File: src/rtl/mem_pkg.sv
// Shared constants and types for the 2K x 16 memory front end.
package mem_pkg;

    localparam int MEM_AW = 11;
    localparam int MEM_DW = 32;
    localparam logic [MEM_AW-1:0] MEM_LAST_ADDR = '1;

    // Encoding of the round-robin history bit.
    typedef enum logic {
        GRANT_I = 1'b0,
        GRANT_D = 1'b1
    } grant_e;

endpackage

File: src/rtl/rsp_slot.sv
// One-entry response buffer: loads on a grant, drains on valid&ready, holds otherwise.
module rsp_slot #(
    parameter int DW = 32
) (
    input  logic          clk,
    input  logic          rst,
    input  logic          load,
    input  logic [DW-1:0] load_data,
    input  logic          load_err,
    input  logic          ready,
    output logic          valid,
    output logic [DW-1:0] data,
    output logic          err,
    output logic          free
);

    // Free when empty, or when the current entry leaves on this edge.
    assign free = !valid || ready;

    // NOTE: state registers use <= so every flop samples pre-edge values; = here would order-couple the updates.
    always_ff @(posedge clk) begin
        if (rst) begin
            valid <= 1'b0;
            data  <= '0;
            err   <= 1'b0;
        end else if (load) begin
            valid <= 1'b1;
            data  <= load_data;
            err   <= load_err;
        end else if (valid && ready) begin
            valid <= 1'b0;
        end
    end

endmodule

File: src/rtl/mem_port_arb.sv
// Fetch / load-store arbiter in front of the single-port 2K x 16 memory, with registered responses.
module mem_port_arb
    import mem_pkg::*;
#(
    parameter int AW = MEM_AW,
    parameter int DW = MEM_DW
) (
    input  logic          clk,
    input  logic          rst,

    input  logic          i_req_valid,
    output logic          i_req_ready,
    input  logic [AW-1:0] i_req_addr,
    output logic          i_rsp_valid,
    input  logic          i_rsp_ready,
    output logic [DW-1:0] i_rsp_data,
    output logic          i_rsp_err,

    input  logic          d_req_valid,
    output logic          d_req_ready,
    input  logic          d_req_we,
    input  logic          d_req_dlen,
    input  logic [AW-1:0] d_req_addr,
    input  logic [DW-1:0] d_req_wdata,
    output logic          d_rsp_valid,
    input  logic          d_rsp_ready,
    output logic [DW-1:0] d_rsp_data,
    output logic          d_rsp_err,

    output logic [AW-1:0] mem_addr,
    output logic [DW-1:0] mem_data,
    output logic          mem_we,
    output logic          mem_dlen,
    input  logic [DW-1:0] mem_q
);

    localparam logic [AW-1:0] LAST_ADDR = {AW{1'b1}};

    grant_e last_grant, last_grant_next;
    logic   i_free, d_free;
    logic   i_elig, d_elig;
    logic   grant_i, grant_d;
    logic   i_err, d_err;
    logic [DW-1:0] i_load_data, d_load_data;

    assign i_elig = i_req_valid && i_free;
    assign d_elig = d_req_valid && d_free;

    // Reset masks the grants so no write or slot load can sneak through a reset cycle.
    assign grant_d = !rst && d_elig && (!i_elig || last_grant == GRANT_I);
    assign grant_i = !rst && i_elig && (!d_elig || last_grant == GRANT_D);

    assign i_req_ready = grant_i;
    assign d_req_ready = grant_d;

    // The memory cannot return a second word past the last address.
    assign i_err = (i_req_addr == LAST_ADDR);
    assign d_err = d_req_dlen && (d_req_addr == LAST_ADDR);

    assign mem_data = d_req_wdata;

    // NOTE: every always_comb output gets a default first, so no path can leave it unassigned and infer a latch.
    always_comb begin
        mem_addr = '0;
        mem_dlen = 1'b0;
        mem_we   = 1'b0;
        if (grant_d) begin
            mem_addr = d_req_addr;
            mem_dlen = d_req_dlen;
            mem_we   = d_req_we && !d_err;
        end else if (grant_i) begin
            mem_addr = i_req_addr;
            mem_dlen = 1'b1;
        end
    end

    assign i_load_data = i_err ? '0 : mem_q;
    assign d_load_data = (d_err || d_req_we) ? '0 : mem_q;

    always_comb begin
        last_grant_next = last_grant;
        if (grant_d) begin
            last_grant_next = GRANT_D;
        end else if (grant_i) begin
            last_grant_next = GRANT_I;
        end
    end

    // Starting at fetch hands the first contention to the data port.
    always_ff @(posedge clk) begin
        if (rst) begin
            last_grant <= GRANT_I;
        end else begin
            last_grant <= last_grant_next;
        end
    end

    rsp_slot #(.DW(DW)) u_i_slot (
        .clk       (clk),
        .rst       (rst),
        .load      (grant_i),
        .load_data (i_load_data),
        .load_err  (i_err),
        .ready     (i_rsp_ready),
        .valid     (i_rsp_valid),
        .data      (i_rsp_data),
        .err       (i_rsp_err),
        .free      (i_free)
    );

    rsp_slot #(.DW(DW)) u_d_slot (
        .clk       (clk),
        .rst       (rst),
        .load      (grant_d),
        .load_data (d_load_data),
        .load_err  (d_err),
        .ready     (d_rsp_ready),
        .valid     (d_rsp_valid),
        .data      (d_rsp_data),
        .err       (d_rsp_err),
        .free      (d_free)
    );

endmodule

File: config.mk
export PLATFORM = sky130hd
export DESIGN_NAME = mem_port_arb
export DESIGN_NICKNAME = d
export VERILOG_FILES = /design/src/rtl/mem_pkg.sv /design/src/rtl/rsp_slot.sv /design/src/rtl/mem_port_arb.sv
export SDC_FILE = /design/constraint.sdc
export NUM_CORES = 1
export LEC_CHECK = 0
export CAP_MARGIN = 15
export CORE_MARGIN = 8
export CORE_UTILIZATION = 30
export CTS_BUF_LIST = sky130_fd_sc_hd__clkbuf_4
export DETAILED_ROUTE_END_ITERATION = 10
export PLACE_DENSITY = 0.74
export SLEW_MARGIN = 10
export SYNTH_ARGS = -nofsm -noshare
export SYNTH_HDL_FRONTEND = slang
export SYNTH_SLANG_ARGS = --single-unit
File: constraint.sdc
create_clock -name clk -period 3.29 [get_ports clk]
set_input_delay 0.658 -clock clk [delete_from_list [all_inputs] [get_ports clk]]
set_output_delay 0.658 -clock clk [all_outputs]
set_load 0.02 [all_outputs]
==> flow_results.org, run 1 <==
** Min path
- The min-delay analysis places its worst path in the category reg2reg.
- Worst Hold End :: u_d_slot.data[23]$_SDFFE_PP0P_
- Hold Crit Depth :: 1
- In this run the most critical hold path is launched from u_d_slot.data[23]$_SDFFE_PP0P_.

** Global route
- Entering global routing, the biggest net connects 33 pins.
- Summed over all layers, the global routing overflow is 0.
- Tot GR Track Use :: 13.8%
- First-pass GRT wire length :: 13.0 mm
- Initial antenna violation count :: 0
- Number of global-route vias before repair :: 2,472

** Yosys
- For this run, the number of Yosys warnings is 0.
- Mapped Area :: 0.00264 mm²
- In this run the biggest area consumer among cell types represents 52.3% of the synthesized area.
- Biggest area contributors in the synthesized netlist :: sky130_fd_sc_hd__dfxtp_1 52%, sky130_fd_sc_hd__a22o_1 15%, sky130_fd_sc_hd__a22o_2 11%, sky130_fd_sc_hd__buf_4 9.1%, sky130_fd_sc_hd__buf_2 1.5%
- Cell type contributing the most total cell area after synthesis :: sky130_fd_sc_hd__dfxtp_1
- The synthesized design contains 69 register bits.
- Sequential share of the synthesized area :: 52.3%
- Synthesis produced a netlist with a net count of 318.
- Synthesis produced 224 cells.
- Counting distinct cell types in the post-synthesis netlist gives 28.
- Synthesized area per cell :: 11.8 µm²

** Die
- Number of I/O pins :: 209
- The floorplan has 34 rows.
- The floorplan step defined a die boundary enclosing 0.0121 mm².
- Horizontal die dimension :: 110 µm
- The initial utilization of the core area, before any placement, comes to 30.6%.
- Die Y-Extent :: 110 µm
- The region available for standard cell placement spans 0.00864 mm².

** Clock network
- Clock tree from TritonCTS :: done
- H-tree level count :: 3
- Post-CTS setup buffer count :: 0
- Clock transition at path regs :: 120 ps
- Number of buffers on the longest clock path :: 2
- CTS saw 69 sinks.
- Worst-skew pair later-pin latency :: 390 ps
- Clock Tree Root :: sky130_fd_sc_hd__clkbuf_4
- Number of buffers added by the clock tree synthesis step :: 9

** Run status
- The run finished with clean final reports.

** Timing
- Shortest period the worst path allows :: 3190 ps
- At the pin with the least slew margin, the transition time is 678 ps.
- Static timing analysis puts the maximum clock frequency at 0.314 GHz.
- Setup TNS Final :: 0 ps
- The worst pin sits at a relative slew slack of 54.6%.
- Setup violation total in the final timing report :: 0
- Final number of hold-violating endpoints :: 0
- The number of pins exceeding their max-slew limit in the final report is 0.
- Dividing the final minimum period by the clock period gives 96.9%.
- Unrepaired setup endpoints after global routing :: no
- Largest clock skew in the final design :: 14.2 ps

** Placement
- Input/output buffers :: 144
- After legalization and detailed placement, the total HPWL measured 6.85 mm.
- Final weighted congestion of routability-driven global placement :: 0.769

** Pwr
- The completed layout was analyzed and its total power is 1.85 mW.
- VDD sags by at most 317 µV.
- Leak :: 1.65 nW
- Power spread over the standard cell area amounts to 446 mW/mm².

** Setup path
- Type of the setup path with the least slack :: in2out
- Crit Reg-Reg Startpoint :: u_i_slot.valid$_SDFFE_PP0P_
- At the worst endpoint, the arrival time is 2530 ps.
- RR Endpoint :: u_i_slot.data[29]$_SDFFE_PP0N_
- The worst setup path is captured at an output port.
- Maximum fanout encountered on the critical timing path :: 14
- For this run, the slowest stage of the critical path takes 610 ps.
- The most critical setup path has its startpoint at i_rsp_ready.
- At the worst endpoint, the required time is 2630 ps.
- Most prevalent standard cell on the critical path :: sky130_fd_sc_hd__clkdlybuf4s50_1
- On the critical path, the stage with the largest delay is an instance of sky130_fd_sc_hd__clkdlybuf4s50_1.
- Series of cell instances along the critical path :: clkdlybuf4s50_1, nand2b_4, a31o_4, nor2_1, buf_4, a22o_1, clkdlybuf4s50_1
- The worst register-to-register path has a depth of 7.
- STA classifies the critical path startpoint as a primary input.
- Minimum setup slack among reg-to-reg paths :: 1280 ps

** Layout
- Net total in the final layout :: 442
- Of the cells placed in the final design, the portion with a size suffix greater than 1 is 18.4%.
- Layout overhead on the synthesized area :: 57.6%
- Cells fill 48.1% of the core in the end.
- The number of antenna diodes in the final layout is 0.

** Routing
- Remaining antenna violation count :: 0
- Summed over all layers, the routed wires come to 8.76 mm.
- Summing over every cut layer, the via total after detailed routing is 2,286.
- In this run, the number of DRC markers left after iteration 0 of detailed routing was 94.
- Via density :: 4.96
- In the routed design, unresolved DRC markers number 0.
- Pre-antenna DRT Iters :: 4
- Wire per inst :: 19.0 µm

** Flow run
- Max-cap violations in this run came to 0.
## layout by cell type (no fill, tap or decap)
cell type,n
sky130_fd_sc_hd__a21o_1,1
sky130_fd_sc_hd__a21oi_1,1
sky130_fd_sc_hd__a22o_1,46
sky130_fd_sc_hd__a22o_2,29
sky130_fd_sc_hd__a31o_4,1
sky130_fd_sc_hd__and3_1,1
sky130_fd_sc_hd__and3_2,1
sky130_fd_sc_hd__buf_4,15
sky130_fd_sc_hd__bufinv_16,1
sky130_fd_sc_hd__clkbuf_4,9
sky130_fd_sc_hd__clkdlybuf4s50_1,141
sky130_fd_sc_hd__clkinv_1,1
sky130_fd_sc_hd__clkinvlp_4,3
sky130_fd_sc_hd__dfxtp_1,69
sky130_fd_sc_hd__dlymetal6s2s_1,3
sky130_fd_sc_hd__inv_1,3
sky130_fd_sc_hd__inv_6,2
sky130_fd_sc_hd__nand2_1,1
sky130_fd_sc_hd__nand2b_1,1
sky130_fd_sc_hd__nand2b_4,1
sky130_fd_sc_hd__nand3_1,2
sky130_fd_sc_hd__nand4_1,5
sky130_fd_sc_hd__nor2_1,4
sky130_fd_sc_hd__nor3_1,2
sky130_fd_sc_hd__nor3_4,1
sky130_fd_sc_hd__nor3b_1,1
sky130_fd_sc_hd__nor4b_4,1
sky130_fd_sc_hd__o211a_1,1
sky130_fd_sc_hd__o21a_1,2
sky130_fd_sc_hd__o21bai_1,1
sky130_fd_sc_hd__o22ai_1,2
sky130_fd_sc_hd__or3_2,1
## cell families (layout without fill, tap and decap cells)
kind of cell / Yosys count / count (layout) / synth area share [%]
buf+inv: 49 / 178 / 12.8
compound gates: 84 / 84 / 29.1
flops: 69 / 69 / 52.3
simple gates: 22 / 22 / 5.78
## how the worst max path moves through the flow
| stage | end | slack [ps] | cells past startpoint |
|---|---|---|---|
| after floorplan | mem_addr[3] | 810 | 5 |
| after global placement | mem_we | 20 | 6 |
| after detailed placement | mem_we | 10 | 6 |
| after CTS | mem_we | 20 | 6 |
| after global routing | mem_addr[10] | 10 | 8 |
| final | mem_addr[10] | 100 | 7 |
## per-stage QoR
stage | instance area [µm²] | hold WS [ps] | setup WS [ps] | std cells
3_3_place_gp | 4010 | 458 | 15.1 | 445
6_report | 4160 | 486 | 103 | 461
4_1_cts | 4150 | 490 | 15.3 | 461
5_1_grt | 4160 | 504 | 12.7 | 461
2_1_floorplan | 2640 | 456 | 814 | 224
3_5_place_dp | 4010 | 459 | 13.8 | 445
## area by class of cell
| type | count | area [µm²] |
|---|---|---|
| clock buffers | 9 | 67.6 |
| clock inverters | 7 | 73.8 |
| fillers | 808 | 4480 |
| inverters | 3 | 11.3 |
| multi-input cells | 106 | 927 |
| flip-flops and latches | 69 | 1380 |
| well taps | 108 | 135 |
| repair buffers | 159 | 1560 |
## flip-flops by register name, summed over array words and instances, names as in the netlist
register and cells:
last_grant 1, u_i_slot.err 1, u_i_slot.valid 1, u_d_slot.err 1
u_i_slot.data 32, u_d_slot.data 32, u_d_slot.valid 1
## what timing repair did
item,CTS,global route
gates resized for setup,0,3
endpoints found under the setup margin,0,3
endpoints found under the hold margin,0,0
hold buffers,0,0
## synthesized netlist by cell type (all sizes together)
cell	n
nand2	1
o21a	2
buf	43
nand2b	2
a21oi	1
inv	3
o211a	1
and3	2
nand3	2
dfxtp	69
nand4	5
clkbuf	3
a31o	1
or3	1
nor4b	1
nor3	3
a22o	75
nor2	4
a21o	1
o21bai	1
nor3b	1
o22ai	2
## metal layers
metal  wire length [µm]  GRT usage [%]  part of all wire (%)  up-vias
met1               3200           13.7                    36     1069
met3               1280           8.44                    15       16
met2               4090           23.2                    47      136
li1                   -              -                     -     1065
met5                  0              0                     0        -
met4                195           5.01                   2.2        0
## critical path: cells and delay by family
family          cells  cell delay (ps)
simple gates        2              250
buf+inv             3             1210
compound gates      2              410
## report_power, final
group | internal [mW] | switching [mW] | leakage (nW) | total (mW)
registers | 0.880 | 0.0249 | 0.563 | 0.905
clock network | 0.234 | 0.314 | 0.0666 | 0.548
logic | 0.218 | 0.183 | 1.02 | 0.401
total | 1.33 | 0.522 | 1.65 | 1.85
(Power assumes the default switching activity.)
==> run 2, diff against run 1 <==
CORE_UTILIZATION = 37   (was 30)
GPL_ROUTABILITY_DRIVEN = 1   (was not set)
PLACE_DENSITY = 0.89   (was 0.74)
==> run 2 against run 1 <==
  * Setup slack worse by 3.4 ps
  * Clock-buffer cell count unchanged
  * Cell area up 0.15%
  * Sequential cell count unchanged
  * Utilization up 13 points
  * Sequential share of layout area about the same
  * Critical path depth unchanged
  * Clock power up 0.7%
  * Critical endpoint is now mem_addr[7]
==> flow_results.org, run 2 (synthesized netlist as in run 1, its figures left out) <==
** Clock network
- After clock tree synthesis, the flow added hold-fix buffers numbering 0.
- Post-CTS setup buffer count :: 0
- H-tree level count :: 3
- Number of buffers added by the clock tree synthesis step :: 9
- Counting every sink on the clock net gives 69.
- The cell sitting at the root of the clock tree is a sky130_fd_sc_hd__clkbuf_4.
- Clock transition at path regs :: 110 ps
- Number of buffers on the longest clock path :: 2
- Clock tree from TritonCTS :: done
- Worst-skew pair later-pin latency :: 400 ps

** Layout
- Number of inserted filler cells in the final layout :: 581
- Regs by FF count :: u_d_slot.data (32), u_i_slot.data (32)
- Leaving out fill and tap cells, the most frequent cell in the layout is sky130_fd_sc_hd__clkdlybuf4s50_1.
- Share of final-layout standard cells stronger than drive strength 1 :: 18.6%
- Net total in the final layout :: 443
- Antenna cell count :: 0
- In the layout the commonest cells are 140 x sky130_fd_sc_hd__clkdlybuf4s50_1, 69 x sky130_fd_sc_hd__dfxtp_1, 46 x sky130_fd_sc_hd__a22o_1, 29 x sky130_fd_sc_hd__a22o_2, 14 x sky130_fd_sc_hd__buf_4.
- From synthesis to final layout, the design area changed by 57.8%.

** Setup path
- At the worst endpoint, the arrival time is 2530 ps.
- For flop-to-flop paths, the worst setup slack is 1440 ps.
- The setup path with the least slack is of type in2out.
- Kind of capture point of the worst setup path :: output port
- Crit start category :: primary input
- Maximum fanout encountered on the critical timing path :: 10
- Crit path required time :: 2630 ps

** Pwr
- Post-layout power :: 1.86 mW
- Per report_power, the clock group accounts for 29.6% of the total.
- Combinational group share of total power :: 21.8%
- IR analysis of the VDD net gives a maximum drop of 256 µV.
- Of the total power, registers draw 48.6%.
- For this design the static power due to leakage is 1.67 nW.
- In this run switching power makes up 28.3% of total power.
- Pint :: 1.34 mW
- Cell Pwr Density :: 447 mW/mm²
- The analysis attributes to net switching a power of 0.527 mW.

** Global route
- Entering global routing, the biggest net connects 20 pins.
- First-pass GRT wire length :: 13.2 mm
- The via count of the first global-routing pass was 2,475.
- In the global route stage, overall resource usage came out at 16.6%.
- Overall overflow remaining after global route :: 0
- Initial antenna violation count :: 0

** Flow run
- Max-cap check violation count :: 0

** Die
- The region available for standard cell placement spans 0.00683 mm².
- Full die area :: 0.0101 mm²
- The initialized floorplan defines 30 standard-cell rows.
- The die is 100 µm tall.
- Starting utilization of the core area :: 38.6%
- Number of I/O pins :: 209
- Horizontal die dimension :: 100 µm

** Timing
- Between clock sinks in the finished design, the worst skew comes to 11.7 ps.
- Headroom to the max-slew limit :: 52.7%
- For the finished layout, the period the worst path requires is 3190 ps.
- Actual transition at the worst max-transition pin :: 710 ps
- Fmax :: 0.313 GHz
- Final number of hold-violating endpoints :: 0
- Setup slack on the critical path of the routed design comes to 99.1 ps.
- Setup violation total in the final timing report :: 0
- Number of max-slew violations in the final report :: 0
- Setup repair after global routing left no endpoint under its margin.
- The worst path uses 97.0% of the clock period.

** Routing
- For this block, the routed nets add up to 8.61 mm of wire.
- Dividing the detail-routed wire length by the instance count gives 19.1 µm.
- In the routed design, unresolved DRC markers number 0.
- Remaining antenna violation count :: 0
- Initial DRC Count :: 84
- The detailed router placed 2,311 vias in this run.
- After detailed routing, the number of vias per cell comes to 5.14.
- Pre-antenna DRT Iters :: 4

** Run status
- Result of the run :: completed

** Placement
- Routability-driven placement finished with a final weighted congestion of 0.786.
- Timing analysis after detailed placement gives a worst setup slack of -42.8 ps.
- Summed over all nets, the half-perimeter wirelength after detailed placement is 6.69 mm.
- Buffers placed on the I/O ports in this run total 144.

** Min path
- The path class of the tightest hold or removal check is reg2reg.
## run 2: cell types whose count changed in the layout (fill, tap and decap cells not counted), sizes merged
cell / change
clkdlybuf4s50: -1
dlygate4sd2: +1
buf: +1
## run 2: worst paths after layout
path | cells after the start | start | endpoint
worst max register to register | 6 | u_d_slot.valid$_SDFFE_PP0P_ | u_i_slot.data[6]$_SDFFE_PP0N_
worst min-delay path | 1 | u_d_slot.data[3]$_SDFFE_PP0P_ | u_d_slot.data[3]$_SDFFE_PP0P_
worst max-delay path | 7 | i_rsp_ready | mem_addr[7]
worst min register to register | 1 | u_d_slot.data[3]$_SDFFE_PP0P_ | u_d_slot.data[3]$_SDFFE_PP0P_
## run 2: what timing repair did
action	CTS	global route
pin swaps	0	0
gates resized for setup	1	3
hold endpoints to repair	0	0
endpoints found under the setup margin	1	3
gates cloned	0	0
## run 2: power groups by stage
stage	clock [mW]	sequential, mW	combinational (mW)
finish	0.552	0.905	0.406
floorplan	0	0.975	0.173
CTS	0.571	0.905	0.412
global route	0.601	0.911	0.430
global placement	0	0.921	0.398
detailed placement	0	0.923	0.410
## run 2: critical path, cell delays in order
cell and delay [ps]:
sky130_fd_sc_hd__clkdlybuf4s50_1 410, sky130_fd_sc_hd__nand2b_4 160, sky130_fd_sc_hd__a31o_4 250, sky130_fd_sc_hd__nor2_1 120, sky130_fd_sc_hd__buf_4 180, sky130_fd_sc_hd__a22o_1 140, sky130_fd_sc_hd__clkdlybuf4s50_1 610
## run 2: per-layer routing
layer  vias to the layer above  part of all wire, %  track usage [%]
li1                       1067                    -                -
met2                       108                   49             28.5
met3                        19                  9.6             7.80
met5                         -                    0                0
met4                         0                  1.9             6.40
met1                      1117                   39             17.0
## run 2: final cells by class
| class | count | area [µm²] | share of cell area (%) |
|---|---|---|---|
| Multi-Input combinational cell | 106 | 927 | 22.3 |
| Clock inverter | 7 | 73.8 | 1.77 |
| Clock buffer | 9 | 67.6 | 1.62 |
| Timing Repair Buffer | 160 | 1580 | 38.0 |
| Sequential cell | 69 | 1380 | 33.2 |
| Inverter | 3 | 11.3 | 0.270 |
| Tap cell | 96 | 120 | 2.88 |
## run 2: metrics by stage
step                TNS, ps  std cells  util [%]  hold slack (ps)  area, µm²
CTS                       0        450      60.8              489       4160
global placement      -8.68        432      58.4              456       3990
detailed placement    -42.8        434      58.8              458       4020
floorplan                 0        224         -              456       2640
finish                    0        450      61.0              486       4160
global route              0        450      61.0              509       4160
